**config.mk**
```make
export PLATFORM = sky130hd
export DESIGN_NAME = imap_rd_sched
export DESIGN_NICKNAME = d
export VERILOG_FILES = /design/src/rtl/imap_pkg.sv /design/src/rtl/imap_tap_cnt.sv /design/src/rtl/imap_rd_sched.sv
export SDC_FILE = /design/constraint.sdc
export NUM_CORES = 1
export LEC_CHECK = 0
export ABC_AREA = 1
export ABC_CLOCK_PERIOD_IN_PS = 16600
export CORE_MARGIN = 8
export CORE_UTILIZATION = 30
export DETAILED_ROUTE_END_ITERATION = 16
export HOLD_SLACK_MARGIN = 0.06
export SLEW_MARGIN = 25
export SYNTH_ARGS = -nofsm -noshare
export SYNTH_HDL_FRONTEND = slang
export SYNTH_HIERARCHICAL = 1
export SYNTH_SLANG_ARGS = --single-unit
```
**constraint.sdc**
```tcl
create_clock -name clk -period 16.6 [get_ports clk]
set_clock_uncertainty 0.05 [all_clocks]
set_input_delay 4.98 -clock clk [delete_from_list [all_inputs] [get_ports clk]]
set_output_delay 4.98 -clock clk [all_outputs]
set_load 0.02 [all_outputs]
```
**src/rtl/imap_pkg.sv**
```systemverilog
// Shared definitions for the imap read scheduler: buffer geometry,
// map limits, FSM encoding and the tap/half slot counts.
package imap_pkg;

   localparam int ARRAY_NUM  = 32;
   localparam int MAX_DIM    = 56;
   localparam int BLOCK_SIZE = MAX_DIM * MAX_DIM;
   localparam int PIX_W      = 12;
   localparam int DIM_W      = 6;
   localparam int TAPS       = 9;
   localparam int HALVES     = 2;

   typedef enum logic [1:0] {
      IDLE  = 2'd0,
      RUN   = 2'd1,
      DRAIN = 2'd2
   } state_t;

   // A map is legal when both sides are in 1..MAX_DIM.
   function automatic logic cfg_ok(input logic [DIM_W-1:0] w,
                                   input logic [DIM_W-1:0] h);
      return (w != '0) && (h != '0) &&
             (w <= DIM_W'(MAX_DIM)) && (h <= DIM_W'(MAX_DIM));
   endfunction

endpackage

```
**src/rtl/imap_tap_cnt.sv**
```systemverilog
// Nested oy/ox/ky/kx/half slot counter for the 3x3 convolution walk.
// Ports: clk, rst (async high), clr, en; width/height; indices out;
// first (tap 0 half 0), last (tap 8 half 1), fin (final slot of map).
module imap_tap_cnt
   import imap_pkg::*;
(
   input  logic             clk,
   input  logic             rst,
   input  logic             clr,
   input  logic             en,
   input  logic [DIM_W-1:0] width,
   input  logic [DIM_W-1:0] height,
   output logic [DIM_W-1:0] oy,
   output logic [DIM_W-1:0] ox,
   output logic [1:0]       ky,
   output logic [1:0]       kx,
   output logic             half,
   output logic             first,
   output logic             last,
   output logic             fin
);

   logic ox_end, oy_end;

   assign ox_end = (ox == width - DIM_W'(1));
   assign oy_end = (oy == height - DIM_W'(1));
   assign first  = (ky == 2'd0) && (kx == 2'd0) && !half;
   assign last   = (ky == 2'd2) && (kx == 2'd2) && half;
   assign fin    = last && ox_end && oy_end;

   // Counters wrap to zero after the final slot, ready for the next run.
   always_ff @(posedge clk or posedge rst) begin
      if (rst) begin
         oy   <= '0;
         ox   <= '0;
         ky   <= '0;
         kx   <= '0;
         half <= 1'b0;
      end else if (clr) begin
         oy   <= '0;
         ox   <= '0;
         ky   <= '0;
         kx   <= '0;
         half <= 1'b0;
      end else if (en) begin
         half <= ~half;
         if (half) begin
            if (kx == 2'd2) begin
               kx <= '0;
               if (ky == 2'd2) begin
                  ky <= '0;
                  if (ox_end) begin
                     ox <= '0;
                     oy <= oy_end ? '0 : oy + DIM_W'(1);
                  end else begin
                     ox <= ox + DIM_W'(1);
                  end
               end else begin
                  ky <= ky + 2'd1;
               end
            end else begin
               kx <= kx + 2'd1;
            end
         end
      end
   end

endmodule

```
**src/rtl/imap_rd_sched.sv**
```systemverilog
// Input feature-map buffer controller: BIU writes while idle, 3x3 conv
// read issue while running, 1-cycle delayed valid/pad/first/last sideband.
// Ports: clk, rst; cfg_start/width/height -> busy, done, cfg_err;
// wr_* -> imap_w*; imap_ren/raddr; array_stall; dat_valid/pad/last/first.
// Macro IMAP_SCHED_PERF_EN adds perf_rd_cnt, perf_pad_cnt, perf_stall_cnt.
module imap_rd_sched
   import imap_pkg::*;
(
   input  logic             clk,
   input  logic             rst,
   input  logic             cfg_start,
   input  logic [DIM_W-1:0] cfg_width,
   input  logic [DIM_W-1:0] cfg_height,
   output logic             busy,
   output logic             done,
   output logic             cfg_err,
   input  logic             wr_valid,
   output logic             wr_ready,
   input  logic [31:0]      wr_addr,
   input  logic [63:0]      wr_data,
   output logic             imap_wen,
   output logic [31:0]      imap_waddr,
   output logic [63:0]      imap_wdata,
   output logic             imap_ren,
   output logic [31:0]      imap_raddr,
   input  logic             array_stall,
   output logic             dat_valid,
   output logic             dat_pad,
   output logic             dat_last,
   output logic             dat_first
`ifdef IMAP_SCHED_PERF_EN
   ,
   output logic [31:0]      perf_rd_cnt,
   output logic [31:0]      perf_pad_cnt,
   output logic [31:0]      perf_stall_cnt
`endif
);

   state_t state, state_nx;

   logic             idle, run, issue, start_ok, start_bad;
   logic [DIM_W-1:0] oy, ox;
   logic [1:0]       ky, kx;
   logic             half, first, last, fin;
   logic [DIM_W:0]   sy, sx;
   logic             pad;
   logic [PIX_W-1:0] iy, ix, pix;

   assign idle      = (state == IDLE);
   assign run       = (state == RUN);
   assign issue     = run && !array_stall;
   assign start_ok  = idle && cfg_start && cfg_ok(cfg_width, cfg_height);
   assign start_bad = idle && cfg_start && !cfg_ok(cfg_width, cfg_height);

   imap_tap_cnt u_cnt (
      .clk    (clk),
      .rst    (rst),
      .clr    (start_ok),
      .en     (issue),
      .width  (cfg_width),
      .height (cfg_height),
      .oy     (oy),
      .ox     (ox),
      .ky     (ky),
      .kx     (kx),
      .half   (half),
      .first  (first),
      .last   (last),
      .fin    (fin)
   );

   always_ff @(posedge clk or posedge rst) begin
      if (rst) state <= IDLE;
      else     state <= state_nx;
   end

   always_comb begin
      state_nx = state;
      unique case (state)
         IDLE:    if (start_ok) state_nx = RUN;
         RUN:     if (issue && fin) state_nx = DRAIN;
         DRAIN:   state_nx = IDLE;
         default: state_nx = IDLE;
      endcase
   end

   // sy/sx hold iy+1 / ix+1, so input row/col -1 shows up as zero
   // and the far edge as a value above the map size.
   assign sy  = {1'b0, oy} + {{(DIM_W-1){1'b0}}, ky};
   assign sx  = {1'b0, ox} + {{(DIM_W-1){1'b0}}, kx};
   assign pad = (sy == '0) || (sy > {1'b0, cfg_height}) ||
                (sx == '0) || (sx > {1'b0, cfg_width});
   assign iy  = PIX_W'(sy) - PIX_W'(1);
   assign ix  = PIX_W'(sx) - PIX_W'(1);
   assign pix = iy * PIX_W'(cfg_width) + ix;

   assign imap_ren   = issue && !pad;
   assign imap_raddr = imap_ren ? {19'd0, half, pix} : '0;

   assign wr_ready   = idle;
   assign imap_wen   = wr_valid && idle;
   assign imap_waddr = wr_addr;
   assign imap_wdata = wr_data;
   assign busy       = !idle;

   always_ff @(posedge clk or posedge rst) begin
      if (rst) begin
         dat_valid <= 1'b0;
         dat_pad   <= 1'b0;
         dat_first <= 1'b0;
         dat_last  <= 1'b0;
         done      <= 1'b0;
         cfg_err   <= 1'b0;
      end else begin
         dat_valid <= issue;
         dat_pad   <= issue && pad;
         dat_first <= issue && first;
         dat_last  <= issue && last;
         done      <= (state == DRAIN);
         cfg_err   <= start_bad;
      end
   end

`ifdef IMAP_SCHED_PERF_EN
   always_ff @(posedge clk or posedge rst) begin
      if (rst) begin
         perf_rd_cnt    <= '0;
         perf_pad_cnt   <= '0;
         perf_stall_cnt <= '0;
      end else if (start_ok) begin
         perf_rd_cnt    <= '0;
         perf_pad_cnt   <= '0;
         perf_stall_cnt <= '0;
      end else begin
         if (imap_ren && perf_rd_cnt != '1)
            perf_rd_cnt <= perf_rd_cnt + 32'd1;
         if (issue && pad && perf_pad_cnt != '1)
            perf_pad_cnt <= perf_pad_cnt + 32'd1;
         if (run && array_stall && perf_stall_cnt != '1)
            perf_stall_cnt <= perf_stall_cnt + 32'd1;
      end
   end
`endif

endmodule

```
### After elaboration in Yosys (flattened, before gate mapping)

Cells that the tools add are included.

| storage, ports and cells | value |
|---|---|
| register bits after elaboration | 25 |
| input bits | 113 |
| output and inout bits | 138 |
| logic and storage cells | 109 |

| operators by class | value |
|---|---|
| $add $sub $neg | 11 |
| multiply operators | 1 |
| $lt $le $gt $ge | 4 |
| equality and inequality tests | 8 |
| multiplexer cells | 28 |
| bitwise logic cells | 1 |
| reduce and logical (&&, ||, !) cells | 44 |

Operators by type and width:

| kind | number |
|---|---|
| 6-bit 2-to-1 mux | 13 |
| 2-bit 2-to-1 mux | 11 |
| 1-bit logical AND | 19 |
| 7-bit by 1-bit subtractor with 8-bit output (second input constant) | 2 |
| 6-bit by 2-bit adder with 7-bit output | 2 |
| 7-bit by 6-bit > comparator with 1-bit output | 2 |
| 7-bit logical NOT | 2 |
| 13-bit 2-to-1 mux | 1 |
| 12-bit adder | 1 |
| 6-bit by 1-bit adder with 6-bit output (second input constant) | 2 |
| 6-bit == test | 2 |
| 6-bit <= comparator (second input constant) | 2 |
| 8-bit by 7-bit multiplier with 12-bit output | 1 |
| 6-bit nonzero test | 2 |
| 6-bit by 1-bit subtractor with 6-bit output (second input constant) | 2 |
| 2-bit nonzero test | 5 |
| 2-bit == test (second input constant) | 3 |
| 2-bit logical NOT | 3 |
| 1-bit logical NOT | 5 |
| 5-bit AND reduction | 1 |
| 2-bit by 1-bit adder with 2-bit output (second input constant) | 2 |
| 2-bit by 1-bit != test with 1-bit output (second input constant) | 2 |
| 2-bit one-hot mux with 2 select lines | 1 |
| 2-bit AND reduction | 2 |
| 6 further kinds | 9 |

### Logic depth before layout (Yosys ltp)

Gate-level depths: netlist (run 1).

| logic depth | value |
|---|---|
| depth after elaboration | 9 |
| gate-level depth with buffers | 30 |
| depth with buffers taken out | 29 |

### Cells and area by module

The synthesis (run 1) kept the hierarchy.

Modules (own cells, without submodules):

| module | instances | cells each | area an instance (um^2) | seq. area each (um^2) |
|---|---|---|---|---|
| imap_rd_sched | 1 | 591 | 4165.2 | 200.2 |
| imap_tap_cnt | 1 | 198 | 1337.5 | 425.4 |

### Worst setup path before layout (run 1)

No wires, ideal clock.

| timing | value |
|---|---|
| path kind | input to output |
| start | in cfg_width[1] |
| end | out imap_raddr[11] |
| arrival | 8.808 ns |
| data required time | 11.570 ns |
| path slack | 2.762 ns |
| stages | 19 |
| buffers on the path | 0 |
| cell sequence | clkinv_1 -> nor2_1 -> inv_1 -> fa_1 -> inv_1 -> fa_1 -> fa_1 -> inv_1 -> fa_1 -> inv_1 -> ha_1 -> inv_1 -> nor3_1 -> nand2_1 -> o211ai_1 -> a31oi_1 -> nand3_1 -> nand2_1 -> nor2_1 |

| between the ends | value |
|---|---|
| word-level cells in the longest chain between the ends | 5 |
| elaborated cells between the ends (all ways) | 7 |
| those cells by class | add/sub (1); mul (1); order compare (1); mux (1); reduce/logical (3) |

RTL lines:

| element | line | source |
|---|---|---|
| from (decl) | imap_rd_sched.sv:12 | `input logic [DIM_W-1:0] cfg_width,` |
| parallel branches: the longest is 4 deep, another holds 8-bit by 7-bit multiplier with 12-bit output | -- |  |
| 13-bit 2-to-1 mux * | imap_rd_sched.sv:98 | `assign imap_raddr = imap_ren ? {19'd0, half, pix} : '0;` |
| to (decl) | imap_rd_sched.sv:25 | `output logic [31:0] imap_raddr,` |

Every way passes the cells marked *.

### Final worst setup path (run 1)

| timing | value |
|---|---|
| start | in cfg_width[2] |
| end | out imap_raddr[11] |

Same word-level chain as after synthesis.

==> results of run 1 <==
[worst max-delay path by stage]
stage | cells past startpoint | start | end | slack, ns
final | 21 | cfg_width[2] | imap_raddr[11] | 1.20
after floorplan | 19 | cfg_width[1] | imap_raddr[11] | 2.76
after global routing | 21 | cfg_width[2] | imap_raddr[11] | 0.89
after global placement | 21 | cfg_width[2] | imap_raddr[11] | 1.27
after CTS | 21 | cfg_width[2] | imap_raddr[11] | 1.17
after detailed placement | 21 | cfg_width[2] | imap_raddr[11] | 1.18
[sequential cells by signal, summed over array words and instances, names as in the netlist, 2 cells and up]
register and count:
u_cnt/ox 6, u_cnt/oy 6, state 2, u_cnt/kx 2, u_cnt/ky 2
[critical path, delay by kind of cell]
family / cells / cell delay (ns)
AO/OA/AOI/OAI: 2 / 0.20
adder cells (fa/ha/maj): 5 / 2.39
buffers and inverters: 7 / 1.85
AND/OR/NAND/NOR: 7 / 0.95
[where the power goes]
group	switching (uW)	internal, uW	leakage (uW)	total, uW
clock network	22.0	32.5	0.0000409	54.4
registers	11.5	69.3	0.000325	80.8
logic	828	567	0.00250	1400
total	862	669	0.00286	1530
[per-layer routing]
metal,up-vias,global-route usage,wire length [um]
met5,-,0,0
met4,0,0.0173,45
met3,4,0.0155,465
met2,72,0.178,5570
met1,1910,0.126,5340
li1,2142,-,-
[metrics by stage]
| step | setup WS, ns | utilization | hold slack (ns) | cells | total power (uW) |
|---|---|---|---|---|---|
| floorplan | 2.76 | - | 0.372 | 807 | 1200 |
| global placement | 1.27 | 0.298 | 0.381 | 956 | 1490 |
| detailed placement | 1.18 | 0.298 | 0.384 | 956 | 1500 |
| CTS | 1.17 | 0.302 | 0.391 | 960 | 1560 |
| global route | 0.891 | 0.302 | 0.436 | 961 | 1780 |
| finish | 1.20 | 0.302 | 0.390 | 961 | 1530 |
[cells in the final DEF (no fill, tap or decap), drive strengths merged, types with 10 or more instances in the layout]
cell,instances
ha,50
xnor2,10
nand3,48
inv,163
nand2,140
fa,39
xor2,18
o21ai,17
conb,19
dfrtp,25
nand4,10
nor2,105
clkdlybuf4s50,39
a21oi,14
[cells by family after synthesis]
group	count (synthesis)
buffers and inverters	286
AO/OA/AOI/OAI	40
AND/OR/NAND/NOR	320
adder cells (fa/ha/maj)	89
XOR/XNOR	28
other	1
flip-flops	25
[layout make-up]
cell class                 instances  area share
clock buffer                       3      0.0138
tap                              229      0.0528
clock inverter                     1    0.000922
multi-input combinational        496       0.629
sequential                        25       0.115
antenna                            1    0.000461
inverter                         167       0.115
timing repair buffer              39      0.0719
==> metrics.yaml, run 1 <==
grt:
  grt_max_degree: 18
  grt_usage: 0.0999
  grt_pass1_wl_um: 18900
  antenna_found_initial: 1
  gr-total-overflow: 0
  grt_pass1_vias: 3994
timing:
  min_period_ns: 15.40
  worst_pin_slew_ns: 0.676
  rsz0062_at_grt: "false"
  clock.fmax_mhz: 64.9
  slew_headroom: 0.548
  finalMaxSlewViolations: 0
  setup_violations: 0
  final.setup.tns_ns: 0
  finalHoldViolations: 0
  finalCritPeriodShare: 0.928
critical_path:
  crit_path_top_delay_cell: "clkdlybuf4s50_1"
  arrival_ns: 10.37
  path_cells: "clkdlybuf4s50_1 > clkinv_1 > nor2_1 > inv_1 > fa_1 > inv_1 > fa_1 > fa_1 > inv_1 > fa_1 > inv_1 > ha_1 > nand2_1 > nor3_1 > nand2_1 > o211ai_1 > a31oi_1 > nand3_1 > nand2_1 > nor2_1 > clkdlybuf4s50_1"
  cp-start-kind: "input port"
  r2r-end: "dat_pad"
  critPathCaptureType: "output port"
  critPathKind: "in -> out"
  critPathMaxStageDelay_ns: 0.68
  r2r_start: "u_cnt/oy[0]"
  path_max_fanout: 8
  worst_r2r_path_depth: 14
  r2r_slack_ns: 13.70
  required_ns: 11.57
layout:
  fill_cells: 1979
  nets: 934
  final-seq-area_um2: 626
  multi_input_area_um2: 3420
  areaGrowthSynthToFinish_pct: -1.34
  stdcell_area_um2: 5430
  final_layout_size_suffix_gt1_frac: 0.0575
yosys:
  synth-main-ff-cell: "dfrtp_1"
  synthMuxAreaShare: 0
  synth_warnings: 6
  synth_top_area_share: 0.157
  synth_area_leader_cell: "buf_4"
  syn-instance-count: 789
  synth_edf_count: 0
  yosys.area_share.simple: 0.265
  async_flop_share: 1.00
  synth_compound_area_frac: 0.0427
  syn_avg_cell_area_um2: 6.97
  synth_most_common_cell: "inv_1"
  synth-adder-area-share: 0.256
  ys_seq_area_frac: 0.114
  synth_seq_cells: 25
  ys_top_cells_by_count: "inv_1 (155), nand2_1 (128), buf_4 (115)"
  syn_area_um2: 5500
  synthDistinctLibCells: 40
  synth_top_family_by_area: "buffers and inverters"
  synth.top_cells.by_area: "buf_4 (16%), fa_1 (14%), dfrtp_1 (11%), ha_1 (11%), inv_1 (11%)"
  yosys.area_share.xor_xnor: 0.0446
clocking:
  ctsHtreeMaxLevel: 1
  postCtsHoldBufs: 0
  cts-resized-gates: 0
  clkLatencyLatePin_ns: 0.26
  clock_path_buffers: 2
  cts.reportedPaths.clkPinSlew_ns: 0.07
  postCtsSetupBuffers: 0
  cts_made_buffers: 3
  cts-root-buf: "clkbuf_16"
  clock_sinks: 25
  cts_tree: "done"
floorplan:
  ios: 251
  fp.dieW_um: 151
  placementRows: 49
  initial_core_util: 0.306
  dieArea_um2: 22900
  die_h_um: 151
  coreArea_um2: 18000
job:
  max_cap_viol_count: 0
place:
  placed_cell_area_um2: 5350
  port-buffer-count: 39
  place.gp.congestion: 0.815
  dp_hpwl_um: 9730
route:
  drtIter0Drc: 197
  vias_per_cell: 4.30
  first_pass_iters: 5
  drc: 0
  wl_per_cell_um: 11.9
  ant_nets: 0
  via_count: 4128
  finalWirelength_um: 11400
power_and_ir_drop:
  leakage_uw: 0.00286
  pwr_density_cell_nw_per_um2: 282
  vdd_drop_max_mv: 0.233
outcome:
  outcome: "finished clean"
min_path:
  min_path_type: "reg -> reg"
  min_to: "done"
  whs_path_depth: 1
  min_from: "state[0]"
No activity file was read; power rests on OpenSTA's default activity.
==> run 2: changes to the inputs <==
--- a/config.mk
+++ b/config.mk
@@ -8,9 +8,10 @@
 export ABC_AREA = 1
 export ABC_CLOCK_PERIOD_IN_PS = 16600
 export CORE_MARGIN = 8
-export CORE_UTILIZATION = 30
+export CORE_UTILIZATION = 47
 export DETAILED_ROUTE_END_ITERATION = 16
 export HOLD_SLACK_MARGIN = 0.06
+export PLACE_DENSITY = 0.89
 export SLEW_MARGIN = 25
 export SYNTH_ARGS = -nofsm -noshare
 export SYNTH_HDL_FRONTEND = slang
==> metrics.yaml, run 2 (synthesis gave the netlist of run 1 again) <==
grt:
  use_met1: 0.163
  use_met2: 0.240
  gr-total-overflow: 0
  grt_usage: 0.139
  global_route.peak_usage_layer: "met2"
  grt_pass1_wl_um: 19000
  grt_max_degree: 18
  grt.met3_usage: 0.0255
  grt_pass1_vias: 4285
  antenna_found_initial: 0
clocking:
  cts-resized-gates: 0
  postCtsSetupBuffers: 0
  postCtsHoldBufs: 0
  ctsHtreeMaxLevel: 1
  cts_made_buffers: 3
  clock_path_buffers: 2
  cts_tree: "done"
  clock_sinks: 25
  cts.reportedPaths.clkPinSlew_ns: 0.06
  clkLatencyLatePin_ns: 0.25
  cts-root-buf: "clkbuf_16"
critical_path:
  path_max_fanout: 8
  cp-start-kind: "input port"
  startpoint: "cfg_width[2]"
  r2r_start: "u_cnt/oy[0]"
  critPathMaxStageDelay_ns: 0.63
  critPathKind: "in -> out"
  path_cells: "clkdlybuf4s50_1 > clkinv_1 > nor2_1 > inv_1 > fa_1 > inv_1 > fa_1 > fa_1 > inv_1 > fa_1 > inv_1 > ha_1 > nand2_1 > nor3_1 > nand2_1 > o211ai_1 > a31oi_1 > nand3_1 > nand2_1 > nor2_1 > clkdlybuf4s50_1"
  crit_path_top_delay_cell: "clkdlybuf4s50_1"
  critPathCaptureType: "output port"
  arrival_ns: 10.27
  required_ns: 11.57
timing:
  finalMaxSlewViolations: 0
  rsz0062_at_grt: "false"
  worst_pin_slew_ns: 0.654
  clock.fmax_mhz: 65.3
  finalCritPeriodShare: 0.922
  finalHoldViolations: 0
  min_period_ns: 15.30
  final.setup.tns_ns: 0
  slew_headroom: 0.564
  setup_violations: 0
route:
  drtIter0Drc: 218
  ant_nets: 0
  first_pass_iters: 5
  wl_per_cell_um: 12.6
  vias_per_cell: 4.91
  finalWirelength_um: 11000
  drc: 0
  via_count: 4292
layout:
  fin_util: 0.466
  top_regs: "u_cnt/ox x6, u_cnt/oy x6"
  final_common_cell: "inv_1"
  final_layout_size_suffix_gt1_frac: 0.0561
  nets: 934
  areaGrowthSynthToFinish_pct: -3.37
  n_antenna_cell: 0
  layout_common_cells: "inv_1 (155), nand2_1 (128), nor2_1 (95), ha_1 (50), nand3_1 (42)"
floorplan:
  die_h_um: 124
  placementRows: 39
  fp.dieW_um: 124
  ios: 251
  initial_core_util: 0.482
  dieArea_um2: 15400
  coreArea_um2: 11400
place:
  dp_hpwl_um: 9270
  place.gp.congestion: 0.922
  port-buffer-count: 39
min_path:
  min_path_type: "reg -> reg"
  min_from: "state[0]"
job:
  max_cap_viol_count: 0
outcome:
  outcome: "finished clean"
-- run 2: path summary, 6_finish.rpt --
| path | to | cells after the start | slack, ns |
|---|---|---|---|
| worst max-delay path | imap_raddr[11] | 21 | 1.30 |
| worst min-delay path | done | 1 | 0.42 |
| worst max register to register | dat_pad | 14 | 13.73 |
| worst min register to register | done | 1 | 0.42 |
| max in group asynchronous | u_cnt/kx[0] | 2 | 10.99 |
| min in group asynchronous | state[1] | 2 | 4.96 |
-- run 2: per-stage QoR --
| step | worst slack [ns] | area, um2 | std cells | hold WS, ns |
|---|---|---|---|---|
| floorplan | 2.76 | 5570 | 807 | 0.372 |
| global placement | 1.51 | 5240 | 870 | 0.402 |
| detailed placement | 1.30 | 5240 | 870 | 0.408 |
| CTS | 1.28 | 5320 | 874 | 0.419 |
| global route | 0.887 | 5320 | 874 | 0.462 |
| finish | 1.30 | 5320 | 874 | 0.417 |
-- run 2: cell type report --
cell class                      count  area (um2)
Fill cell                        1134        6100
Multi-Input combinational cell    496        3420
Inverter                          167         627
Sequential cell                    25         626
Timing Repair Buffer               39         390
Tap cell                          143         179
Clock buffer                        4        78.8
-- run 2: worst max-delay path: cells and delay by family --
family / cells / cell delay [ns]
compound gates: 2 / 0.20
fa+ha+maj: 5 / 2.40
buf+inv: 7 / 1.76
simple gates: 7 / 0.92
-- run 2: layer usage --
metal	vias to the layer above	share of wire
li1	2141	-
met1	1976	0.43
met2	142	0.48
met3	33	0.059
met4	0	0.031
met5	-	0
Power of run 2 is not shown: default switching activity piles up to over one toggle a cycle in this logic, so the estimate is an artifact.
==> run 3: changes to the inputs <==
--- a/config.mk
+++ b/config.mk
@@ -9,6 +9,7 @@
 export ABC_CLOCK_PERIOD_IN_PS = 16600
 export CORE_MARGIN = 8
 export CORE_UTILIZATION = 47
+export CTS_BUF_LIST = sky130_fd_sc_hd__clkbuf_16
 export DETAILED_ROUTE_END_ITERATION = 16
 export HOLD_SLACK_MARGIN = 0.06
 export PLACE_DENSITY = 0.89
==> metrics.yaml, run 3 (synthesis gave the netlist of run 1 again) <==
layout:
  nets: 934
  final_layout_size_suffix_gt1_frac: 0.0561
  top_regs: "u_cnt/ox x6, u_cnt/oy x6"
  final_common_cell: "inv_1"
  areaGrowthSynthToFinish_pct: -3.37
  n_antenna_cell: 0
  layout_common_cells: "inv_1 (156), nand2_1 (128), nor2_1 (95), ha_1 (50), nand3_1 (42)"
route:
  ant_nets: 0
  via_count: 4289
  drc: 0
  wl_per_cell_um: 12.6
  vias_per_cell: 4.91
  drtIter0Drc: 218
  first_pass_iters: 5
  finalWirelength_um: 11000
timing:
  min_period_ns: 15.31
  worst_pin_slew_ns: 0.649
  final.setup.tns_ns: 0
  finalMaxSlewViolations: 0
  finalCritPeriodShare: 0.922
  clock.fmax_mhz: 65.3
  slew_headroom: 0.567
  rsz0062_at_grt: "false"
  setup_violations: 0
  finalHoldViolations: 0
grt:
  grt_pass1_wl_um: 19000
  grt_pass1_vias: 4285
  antenna_found_initial: 0
  gr-total-overflow: 0
  grt_usage: 0.139
  grt_max_degree: 18
job:
  max_cap_viol_count: 0
floorplan:
  initial_core_util: 0.482
  ios: 251
  dieArea_um2: 15400
  die_h_um: 124
  fp.dieW_um: 124
  placementRows: 39
  coreArea_um2: 11400
min_path:
  min_path_type: "reg -> reg"
  min_from: "state[0]"
clocking:
  cts.reportedPaths.clkPinSlew_ns: 0.06
  clock_sinks: 25
  ctsHtreeMaxLevel: 1
  cts-resized-gates: 0
  cts-root-buf: "clkbuf_16"
  postCtsSetupBuffers: 0
  postCtsHoldBufs: 0
  clkLatencyLatePin_ns: 0.25
  cts_made_buffers: 3
  cts_tree: "done"
  clock_path_buffers: 2
critical_path:
  critPathMaxStageDelay_ns: 0.63
  critPathCaptureType: "output port"
  path_max_fanout: 8
  r2r_start: "u_cnt/oy[0]"
  critPathKind: "in -> out"
  path_cells: "clkdlybuf4s50_1 > clkinv_1 > nor2_1 > inv_1 > fa_1 > inv_1 > fa_1 > fa_1 > inv_1 > fa_1 > inv_1 > ha_1 > nand2_1 > nor3_1 > nand2_1 > o211ai_1 > a31oi_1 > nand3_1 > nand2_1 > nor2_1 > clkdlybuf4s50_1"
  worst_r2r_path_depth: 14
  r2r_slack_ns: 13.73
  required_ns: 11.57
  startpoint: "cfg_width[2]"
  r2r-end: "dat_pad"
  endpoint: "imap_raddr[11]"
  crit_path_top_delay_cell: "clkdlybuf4s50_1"
  path_delay_family: "adder cells"
  arrival_ns: 10.28
  critPathBufInv: 7
  cp-start-kind: "input port"
  critical_path_depth: 21
place:
  dp_hpwl_um: 9270
  port-buffer-count: 39
  place.gp.congestion: 0.922
outcome:
  outcome: "finished clean"
run 3: per-layer routing:
| metal | vias to the layer above | GRT usage | share of wire |
|---|---|---|---|
| met1 | 1974 | 0.163 | 0.43 |
| met3 | 33 | 0.0255 | 0.057 |
| met5 | - | 0 | 0 |
| met2 | 141 | 0.240 | 0.48 |
| li1 | 2141 | - | - |
| met4 | 0 | 0.0624 | 0.031 |
run 3: area by class of cell:
class,instances,area [um2]
clock buffer,3,75.1
clock inverter,1,3.75
fill,1134,6100
inverter,167,627
multi-input combinational,496,3420
sequential,25,626
tap,143,179
timing repair buffer,39,390
run 3: how the worst min path moves through the flow:
stage | cells past startpoint | end | slack (ns)
floorplan | 1 | done | 0.37
CTS | 1 | done | 0.42
detailed placement | 1 | done | 0.41
finish | 1 | done | 0.42
global placement | 1 | done | 0.40
global route | 1 | done | 0.46
run 3: metrics by stage:
stage / cell area (um2) / setup slack, ns / hold slack [ns] / cells / utilization
2_1_floorplan: 5570 / 2.76 / 0.372 / 807 / -
3_3_place_gp: 5240 / 1.51 / 0.402 / 870 / 0.459
3_5_place_dp: 5240 / 1.30 / 0.408 / 870 / 0.459
4_1_cts: 5320 / 1.28 / 0.419 / 874 / 0.466
5_1_grt: 5320 / 0.887 / 0.462 / 874 / 0.466
6_report: 5320 / 1.29 / 0.416 / 874 / 0.466
run 3: worst register-to-register path: stages (launching register included):
cell	delay [ns]
dfrtp_1	0.47
ha_1	0.30
fa_1	0.48
nand3_1	0.12
nand2_1	0.07
nand2_2	0.10
inv_1	0.08
ha_1	0.29
a21oi_1	0.14
nor2_1	0.05
nor2_1	0.08
o21ai_0	0.08
o21ai_0	0.09
o2111a_1	0.24
a31oi_1	0.09
Power of run 3 is left out for the same reason.
